<file path="src/rtl/complex_block_merge.sv">
// Purpose : merges a real-product beat and a cross-product beat into one complex result row (Cr = P1-P2, Ci = P1+P2 per element).
// Latency : result valid the cycle after the cross beat is accepted.
// Backpress: in_ready drops while a result is held; the result stays frozen until out_ready is seen.

`ifndef WORD_LEN
`define WORD_LEN 16
`endif
`ifndef MATRIX_DIM
`define MATRIX_DIM 4
`endif
`ifndef REAL_SET
`define REAL_SET 1'b0
`endif

module complex_block_merge #(
    parameter int W = `WORD_LEN,
    parameter int N = `MATRIX_DIM
) (
    input  logic           clk,
    input  logic           rst_n,
    input  logic           in_valid,
    output logic           in_ready,
    input  logic           in_phase,
    input  logic [W*N-1:0] P1,
    input  logic [W*N-1:0] P2,
    output logic           out_valid,
    input  logic           out_ready,
    output logic [W*N-1:0] Cr,
    output logic [W*N-1:0] Ci,
    output logic           out_last,
    output logic           phase_err
);

    // Row counter needs at least one bit even for a single-row block.
    localparam int CW = (N > 1) ? $clog2(N) : 1;
    localparam logic [CW-1:0] CNT_MAX = CW'(N - 1);

    localparam logic [1:0] S_REAL  = 2'd0;
    localparam logic [1:0] S_CROSS = 2'd1;
    localparam logic [1:0] S_OUT   = 2'd2;

    logic [1:0]     state;
    logic [CW-1:0]  cnt;
    logic [W*N-1:0] diff;
    logic [W*N-1:0] sum;
    logic           accept;
    logic           is_real;
    logic           out_fire;

    // Per-element arithmetic; each lane wraps at W bits with no carry into its neighbour.
    for (genvar k = 0; k < N; k++) begin : g_lane
        assign diff[k*W +: W] = P1[k*W +: W] - P2[k*W +: W];
        assign sum[k*W +: W]  = P1[k*W +: W] + P2[k*W +: W];
    end

    assign in_ready  = (state != S_OUT);
    assign accept    = in_valid & in_ready;
    assign is_real   = (in_phase == `REAL_SET);
    assign out_valid = (state == S_OUT);
    assign out_fire  = out_valid & out_ready;
    assign out_last  = out_valid & (cnt == CNT_MAX);

    // Pairing FSM: real beat, then cross beat, then hold until consumed.
    always_ff @(posedge clk or negedge rst_n) begin
        if (!rst_n) begin
            state <= S_REAL;
        end else begin
            case (state)
                S_REAL:  if (accept && is_real)  state <= S_CROSS;
                S_CROSS: if (accept && !is_real) state <= S_OUT;
                S_OUT:   if (out_ready)          state <= S_REAL;
                default:                         state <= S_REAL;
            endcase
        end
    end

    // Real row: loaded by an in-order real beat, and re-loaded by a repeated real beat while waiting for the cross beat.
    always_ff @(posedge clk or negedge rst_n) begin
        if (!rst_n) begin
            Cr <= '0;
        end else if (accept && is_real && (state == S_REAL || state == S_CROSS)) begin
            Cr <= diff;
        end
    end

    // Imaginary row: loaded only by the cross beat that completes a pair.
    always_ff @(posedge clk or negedge rst_n) begin
        if (!rst_n) begin
            Ci <= '0;
        end else if (accept && !is_real && state == S_CROSS) begin
            Ci <= sum;
        end
    end

    // Out-of-order flag: one-cycle pulse for a cross beat while awaiting real, or a real beat while awaiting cross.
    always_ff @(posedge clk or negedge rst_n) begin
        if (!rst_n) begin
            phase_err <= 1'b0;
        end else begin
            phase_err <= accept && ((state == S_REAL && !is_real) || (state == S_CROSS && is_real));
        end
    end

    // Row position within the block advances once per consumed result.
    always_ff @(posedge clk or negedge rst_n) begin
        if (!rst_n) begin
            cnt <= '0;
        end else if (out_fire) begin
            cnt <= (cnt == CNT_MAX) ? '0 : cnt + 1'b1;
        end
    end

endmodule

</file>
<file path="config.mk">
export PLATFORM = sky130hd
export DESIGN_NAME = complex_block_merge
export DESIGN_NICKNAME = d
export VERILOG_FILES = /design/src/rtl/complex_block_merge.sv
export SDC_FILE = /design/constraint.sdc
export NUM_CORES = 1
export LEC_CHECK = 0
export ABC_CLOCK_PERIOD_IN_PS = 2060
export CAP_MARGIN = 20
export CORE_ASPECT_RATIO = 1.75
export CORE_MARGIN = 3
export CORE_UTILIZATION = 42
export CTS_CLUSTER_SIZE = 14
export DETAILED_ROUTE_END_ITERATION = 6
export HOLD_SLACK_MARGIN = 0.12
export PLACE_DENSITY_LB_ADDON = 0.2
export RECOVER_POWER = 100
export SETUP_SLACK_MARGIN = 0.1
export SKIP_CTS_REPAIR_TIMING = 1
export SYNTH_ARGS = -nofsm -noshare
export SYNTH_HDL_FRONTEND = slang
export SYNTH_SLANG_ARGS = --single-unit
export TNS_END_PERCENT = 100
</file>
<file path="constraint.sdc">
create_clock -name clk -period 2.06 [get_ports clk]
set_input_delay 0.412 -clock clk [delete_from_list [all_inputs] [get_ports clk]]
set_output_delay 0.412 -clock clk [all_outputs]
set_load 0.02 [all_outputs]
</file>
==> results.md <==
- RSZ-0062 raised after global routing: true
- Via Count: 11600
- Routed WL: 39.9 mm
- WHS Path Cells: 3
- Area Overhead vs Synth: 74.7%
- Post-synth top area cell: dfrtp_1
- DR WL/cell: 18.3 um
- Final min period: 2100 ps
- Top cells by count, synth: 165 x nand2_1, 133 x dfrtp_1, 126 x o21ai_0
- Die Span Y: 217 um
- DR pass1 iterations: 5
- Min-Delay Path Class: input port to flop
- Synth Cell Area: 10700 um^2
- Synth top area share: 31.1%
- DR iter-0 viols: 404
- FMAX: 476 MHz
- CTS sink cnt: 133
- Port buffer count: 264
- Outcome: complete, but fails checks
- Htree depth: 4
- Rel. slew slack: 26.6%
- Total Routing Usage GR: 26.3%
- LEAKAGE: 0.00900 uW
- Reg2Reg Depth: 7
- CTS tree: done
- Worst setup path end: Ci[31]$_DFFE_PN0P_
- Initial antenna violation count: 2
- Post-synth EDFFs: 0
- Flop-to-flop setup slack: 260 ps
- FF+latch count, synth: 133
- CP startpoint kind: input port
- Die area: 27500 um^2
- FP Rows: 76
- Die width: 127 um
- GR Layer Usage met2: 52.5%
- Worst r2r src: state[1]$_DFFE_PN0P_
- TritonCTS Buffers: 17
- DRC: 0
- Largest stage delay, worst path: 500 ps
- Critical Path Fanout Max: 3
- Final worst slack: -39.5 ps
- DR vias/cell: 5.33
- Gpl congestion: 0.916
- Root buf cell: clkbuf_16
- Total Negative Setup Slacks: -39.5 ps
- Slowest-stage cell, CP: o31ai_1
- Top Usage Layer GRT: met2
- Clock slew at reported path FFs: 60 ps
- Ports: 265
- Sequential fraction of the synthesis area: 31.1%
- Met1 usage: 25.0%
- P per Cell Area: 756 nW/um^2
- Max VDD drop: 686 uV
- Max Cap Viol: 0
- Final setup violation count: 1
- Top-count cell post-synth: nand2_1
- Vias in the first global route: 11700
- CP Data Arrival Time: 2400 ps
- Clock skew: 8.22 ps
- Failing checks: setup timing
- Final max-slew violation count: 0
- Fraction of layout cells with a size suffix above 1: 36.9%
- Placed instance count: 2104
- WS Path Type: input port to flop
- Fin util: 75.3%
- Worst-case clock buffer depth: 2
- CP Launch Point: P2[17]
- Total power: 14100 uW
- Crit path top cell by count: a21oi_1
- Largest net degree at the start of global routing: 94
- Syn Inst Count: 1281
- Place WS: -880 ps
- Synth unique cells: 72
- Cell Chain, Critical Path: dlymetal6s2s_1, inv_1, ha_1, nand2b_1, a21oi_1, o31ai_1, a21oi_1, a41oi_1, xnor2_1, o21ai_1
- Core ar.: 24800 um^2
- Initial Utilization: 43.1%
- Final non-filler cell total: 2176
- Worst Max-Slew Pin Slew: 1100 ps
- Critical Path Sink Type: flop
- First-pass GRT wire length: 57.4 mm
- Worst flop-to-flop path endpoint: Cr[2]$_DFFE_PN0P_
- Clock latency on the worst-skew pair: 450 ps
- Global Route met3 Usage: 5.16%
- Detail Placement HPWL: 29.8 mm
- Hold Vio Cnt, Final: 0
- YS warnings: 0
- Area contributors post-synth: dfrtp_1 31%, ha_1 14%, xnor2_1 7.3%
- Routed Antenna Nets: 0
- Asr flop ratio synth: 100%
- Total grt overflow: 0
- Post-synth net total: 1543
- Period Utilization, post-route: 102%
- Average cell area after synthesis: 8.35 um^2
- Fin nets: 2111
- Main synth FF type: dfrtp_1
- CP required: 2370 ps
## flip-flops by register name, indices dropped and copies added (netlist names)
| signal | flops |
|---|---|
| Cr | 64 |
| phase_err | 1 |
| Ci | 64 |
| state | 2 |
| cnt | 2 |
## critical path: cells and delay by family
family / cells / cell delay [ps]
AND/OR/NAND/NOR: 1 / 130
buffers and inverters: 2 / 180
AO/OA/AOI/OAI: 5 / 1230
adder cells (fa/ha/maj): 1 / 290
XOR/XNOR: 1 / 160
## metrics by stage
stage	hold slack [ps]	area [um^2]
3_5_place_dp	357	16600
4_1_cts	-121	17100
3_3_place_gp	355	16600
2_1_floorplan	116	11500
5_1_grt	346	18700
6_report	333	18700
## worst min-delay path by stage
stage                 from                 end  slack (ps)
detailed placement   rst_n  Ci[60]$_DFFE_PN0P_         360
global placement     rst_n   Ci[1]$_DFFE_PN0P_         360
finish              P2[16]  Cr[16]$_DFFE_PN0P_         330
global route        P2[16]  Ci[16]$_DFFE_PN0P_         350
CTS                  rst_n   Ci[3]$_DFFE_PN0P_        -120
floorplan            rst_n   Ci[0]$_DFFE_PN0P_         120
## cell usage in the layout, fill, tap and decap left out, drive strengths merged, types with 8 or more instances in the layout
cell           instances
fa                     8
buf                  353
a211oi                13
nor2b                 18
o31ai                 22
nand3                 14
o21bai                 8
a21oi                 78
a31oi                 13
clkdlybuf4s50        159
clkbuf                45
nand2                166
xor2                  17
nor2                  71
inv                  122
nand2b                21
o211ai                 9
dfrtp                133
o21ai                158
ha                   121
dlymetal6s2s          78
o21a                  11
xnor2                 89
a21o                  21
nor3                  15
## metal layers
| metal | wire length [um] | share of wire [%] |
|---|---|---|
| met1 | 13700 | 34 |
| met2 | 22200 | 56 |
| met3 | 2210 | 5.5 |
| met4 | 1880 | 4.7 |
| met5 | 0 | 0 |
## cell type report
cell class / count / area (um^2)
Antenna cell: 2 / 5.00
Sequential cell: 133 / 3330
Clock inverter: 14 / 103
Timing Repair Buffer: 620 / 5520
Tap cell: 312 / 390
Multi-Input combinational cell: 957 / 8360
Inverter: 120 / 547
Clock buffer: 18 / 439
Fill cell: 1746 / 6120
## report_power, final
group	switching, uW	internal, uW
combinational	3750	3630
clock	1300	1570
sequential	478	3420
## logic make-up (layout without fill, tap and decap cells)
logic type	Yosys count	in the layout	share of synthesized area (%)
other	0	2	0
AND/OR/NAND/NOR	336	336	13.9
XOR/XNOR	106	106	8.68
adder cells (fa/ha/maj)	129	129	15.6
AO/OA/AOI/OAI	381	381	22.8
flip-flops	133	133	31.1
multiplexers	5	5	0.503
buffers and inverters	191	772	7.34
No activity file was read; power rests on OpenSTA's default activity.
==> RTL edit 1: new RTL, same flow settings <==
Set the macro `WORD_LEN` to 8 (it was 16).
--- a/src/rtl/complex_block_merge.sv
+++ b/src/rtl/complex_block_merge.sv
@@ -3,7 +3,7 @@
 // Backpress: in_ready drops while a result is held; the result stays frozen until out_ready is seen.
 
 `ifndef WORD_LEN
-`define WORD_LEN 16
+`define WORD_LEN 8
 `endif
 `ifndef MATRIX_DIM
 `define MATRIX_DIM 4
Ports: changed (resized Ci, Cr, P1 and P2); port bits go from 265 to 137. No check against the original RTL was run, so the function may have changed too.
==> RTL edit 1 against the unedited design <==
- core utilization down 7.6 points
- area after synthesis shrank 52%
- setup slack improved by 140 ps
- total power is 55% lower
- wire length is 62% lower
- final area fell by 57%
- hold slack improved by 140 ps
- critical path depth is 3 lower
- maximum frequency up 7.0%
- via count down 57%
- die area decreased by 50%
- sequential cell count decreased by 64
- combinational power decreased by 62%
==> RTL edit 1: results (changes against the unedited design) <==
stage,metric,value,unit,change
grt,initial antenna violation count,0,,-2
status,outcome,completed,,
synth,Synth Area in Adders,0.170,,+0.0136
finish,layout cells sized above 1,0.214,,-0.155
critical_path,critical path arrival,2220,ps,-180 ps
finish,"Buffers, non-clock",233,,-62%
placed_design,Place WS,-486,ps,+393 ps
placed_design,gp weighted congestion,0.884,,-3.5%
synth,Synth area leaders,"dfrtp_1, ha_1, nand2_1, xnor2_1, inv_1",,
power,clk pwr,1.62,mW,-44%
critical_path,R2R cell count,6,,-1
synth,"Cell Area, Synth",5140,um^2,-52%
power,leak pwr,3.81,nW,-58%
placed_design,Port Buffer Count,136,,-48%
route,WL final,15200,um,-62%
clock_tree,clk_lat worst skew,330,ps,-120 ps
synth,syn_nets,727,,-53%
grt,maximum number of pins on one net before global-route repair,46,,-51%
route,DR pass1 iterations,4,,-1
timing,Slew @ Worst Pin,692,ps,-409 ps
clock_tree,CTS Sinks,69,,-48%
min_path,Hold Crit Class,flop to flop,,
synth,XOR/XNOR Fraction of Synth Area,0.0512,,-0.0356
finish,Multi-In Gates,431,,-55%
critical_path,Worst R2R End,Cr[31],,
[RTL edit 1: changes by cell type after synthesis, moves of 13 or more]
cell,unedited run,this run
nor2b_1,18,1
ha_1,121,57
o21ai_0,126,41
xor2_1,17,4
o21ai_1,31,7
clkbuf_1,37,22
inv_1,115,59
a21oi_1,76,21
dfrtp_1,133,69
nor2_1,70,40
xnor2_1,89,26
nand2_1,165,68
[RTL edit 1: stage by stage]
stage | util | cells
floorplan | - | 593
global placement | 0.618 | 947
detailed placement | 0.618 | 947
CTS | 0.644 | 963
global route | 0.678 | 970
finish | 0.678 | 970
[RTL edit 1: critical path, stage by stage]
cell,delay (ps)
clkdlybuf4s50_1,430
ha_1,370
o21ai_2,90
a21oi_4,150
a31oi_2,110
or4_1,550
nand4_1,110
[RTL edit 1: routing by layer]
metal / vias to the layer above / GRT usage / wire (um)
met5: - / 0 / 0
met4: 0 / 0.0781 / 397
met3: 37 / 0.0390 / 585
met2: 129 / 0.409 / 8780
met1: 2414 / 0.223 / 5480
li1: 2435 / - / -
==> RTL edit 2: new RTL, same flow settings <==
Made on the original files. Reset style: synchronous (`rst_n`), changed in 5 clocked blocks.
--- a/src/rtl/complex_block_merge.sv
+++ b/src/rtl/complex_block_merge.sv
@@ -61,7 +61,7 @@
     assign out_last  = out_valid & (cnt == CNT_MAX);
 
     // Pairing FSM: real beat, then cross beat, then hold until consumed.
-    always_ff @(posedge clk or negedge rst_n) begin
+    always_ff @(posedge clk) begin
         if (!rst_n) begin
             state <= S_REAL;
         end else begin
@@ -75,7 +75,7 @@
     end
 
     // Real row: loaded by an in-order real beat, and re-loaded by a repeated real beat while waiting for the cross beat.
-    always_ff @(posedge clk or negedge rst_n) begin
+    always_ff @(posedge clk) begin
         if (!rst_n) begin
             Cr <= '0;
         end else if (accept && is_real && (state == S_REAL || state == S_CROSS)) begin
@@ -84,7 +84,7 @@
     end
 
     // Imaginary row: loaded only by the cross beat that completes a pair.
-    always_ff @(posedge clk or negedge rst_n) begin
+    always_ff @(posedge clk) begin
         if (!rst_n) begin
             Ci <= '0;
         end else if (accept && !is_real && state == S_CROSS) begin
@@ -93,7 +93,7 @@
     end
 
     // Out-of-order flag: one-cycle pulse for a cross beat while awaiting real, or a real beat while awaiting cross.
-    always_ff @(posedge clk or negedge rst_n) begin
+    always_ff @(posedge clk) begin
         if (!rst_n) begin
             phase_err <= 1'b0;
         end else begin
@@ -102,7 +102,7 @@
     end
 
     // Row position within the block advances once per consumed result.
-    always_ff @(posedge clk or negedge rst_n) begin
+    always_ff @(posedge clk) begin
         if (!rst_n) begin
             cnt <= '0;
         end else if (out_fire) begin
Function: differs if rst_n is asserted again (counterexample within 4 cycles, from zero or initial values and one cycle with rst_n low); with rst_n held inactive, the same outputs for 10 cycles.
==> RTL edit 2 against the unedited design <==
- the flow still finishes with violations (negative setup slack)
- final area shrank 4.5%
- wire length shrank 0.72%
- hold slack lost 52 ps
- combinational power shrank 42%
- non-clock buffer count shrank 33
- sequential cell count is the same
- setup slack lost 160 ps
- clock skew shrank 2.9 ps
- area after synthesis shrank 6.0%
- first-iteration DRC count grew 73%
- total power shrank 26%
==> RTL edit 2: results (changes against the unedited design) <==
stage,metric,value,unit,change
grt,initial antenna violation count,3,,+1
synth,post-synthesis sequential area ratio,0.265,,-0.0465
timing,Max-slew headroom,0.499,,+0.232
route,Starting DRT DRC Count,698,,+73%
power,NetSw,3.45,mW,-38%
synth,Synth area leaders,"dfxtp_1, ha_1, xnor2_1, a21oi_1, nor2_1",,
power,combinational power,4.27,mW,-42%
critical_path,critical path arrival,2630,ps,+230 ps
critical_path,crit path max fanout,2,,-1
grt,first-pass GRT wire length,56300,um,-1.8%
placed_design,gp weighted congestion,0.953,,+4.0%
power,Net Sw Frac,0.328,,-0.0623
critical_path,worst stage delay on the critical path,360,ps,-140 ps
status,outcome,finished with violations,,
synth,Post-synth top flop,dfxtp_1,,
timing,final setup fails,12,,+11
grt,vias in the first global route,11400,,-2.5%
finish,Layout fillers,1622,,-7.1%
route,WL final,39600,um,-0.72%
timing,sum of negative setup slack,-760,ps,-720 ps
timing,clock skew,5.30,ps,-2.92 ps
synth,syn_nets,1567,,+1.6%
timing,worst setup margin,-202,ps,-162 ps
finish,layout cells sized above 1,0.355,,-0.0135
grt,maximum number of pins on one net before global-route repair,58,,-38%
synth,Yosys cell types,67,,-6.9%
finish,Layout Nets,2100,,-0.52%
route,vias per cell,5.39,,+1.2%
status,failing checks,negative setup slack,,
critical_path,CP top delay family,compound AO/OA/AOI/OAI gates,,
finish,"non-filler cells, final",2158,,-0.83%
synth,asr flop ratio synth,0,,-1.00
grt,total track usage,0.277,,+0.0140
clock_tree,deepest clock path buffer count,2,,unchanged
power,leak pwr,8.27,nW,-8.1%
placed_design,dpl hpwl,28900,um,-3.1%
critical_path,R2R cell count,6,,-1
synth,cells after synthesis,1305,,+1.9%
flow_run,total of max-cap violations,0,,unchanged
synth,Post-synth top cells,"dfxtp_1, a21oi_1, nor2_1, ha_1, inv_1",,
critical_path,Critical-path top delay cell,a221o_1,,
power,Peak VDD IR,589,uV,-14%
power,P_seq,2.79,mW,-28%
## RTL edit 2: tightest hold or removal path: stages
cell and delay, ps:
buf_6 90, ha_4 130, a211oi_1 50
## RTL edit 2: area by class of cell
| type | instances | area share |
|---|---|---|
| multi-input cells | 979 | 0.463 |
| repair buffers | 587 | 0.295 |
| flip-flops and latches | 133 | 0.149 |
| inverters | 120 | 0.0338 |
| clock buffers | 20 | 0.0256 |
| well taps | 304 | 0.0213 |
| clock inverters | 12 | 0.0113 |
| diodes | 3 | 0.000420 |
## RTL edit 2: path summary, 6_finish.rpt
path / startpoint / to / slack (ps)
hold / removal: P2[16] / Cr[16] / 280
setup reg to reg: state[1] / Ci[23] / 250
setup / recovery: P1[0] / Ci[14] / -200
hold reg to reg: Cr[45] / Cr[45] / 440
## RTL edit 2: metrics by stage
stage / setup slack (ps) / hold slack [ps] / area (um^2)
2_1_floorplan: -284 / 424 / 11000
3_3_place_gp: -1080 / 433 / 15900
3_5_place_dp: -1110 / 439 / 15900
4_1_cts: -668 / 447 / 16500
5_1_grt: -311 / 288 / 17900
6_report: -202 / 280 / 17900
## RTL edit 2: cell families (layout without fill, tap and decap cells)
family	count (synthesis)	after routing	share of synthesized area
other	0	3	0
AO/OA/AOI/OAI	385	385	0.245
adder cells (fa/ha/maj)	129	129	0.166
AND/OR/NAND/NOR	369	369	0.167
XOR/XNOR	95	95	0.0827
multiplexers	1	1	0.000995
buffers and inverters	193	739	0.0737
flip-flops	133	133	0.265
## RTL edit 2: metal layers
| metal | global-route usage | share of wire | up-vias |
|---|---|---|---|
| met4 | 0.133 | 0.053 | 0 |
| li1 | - | - | 5562 |
| met2 | 0.522 | 0.55 | 385 |
| met1 | 0.283 | 0.35 | 5557 |
| met3 | 0.0565 | 0.047 | 130 |
| met5 | 0 | 0 | - |
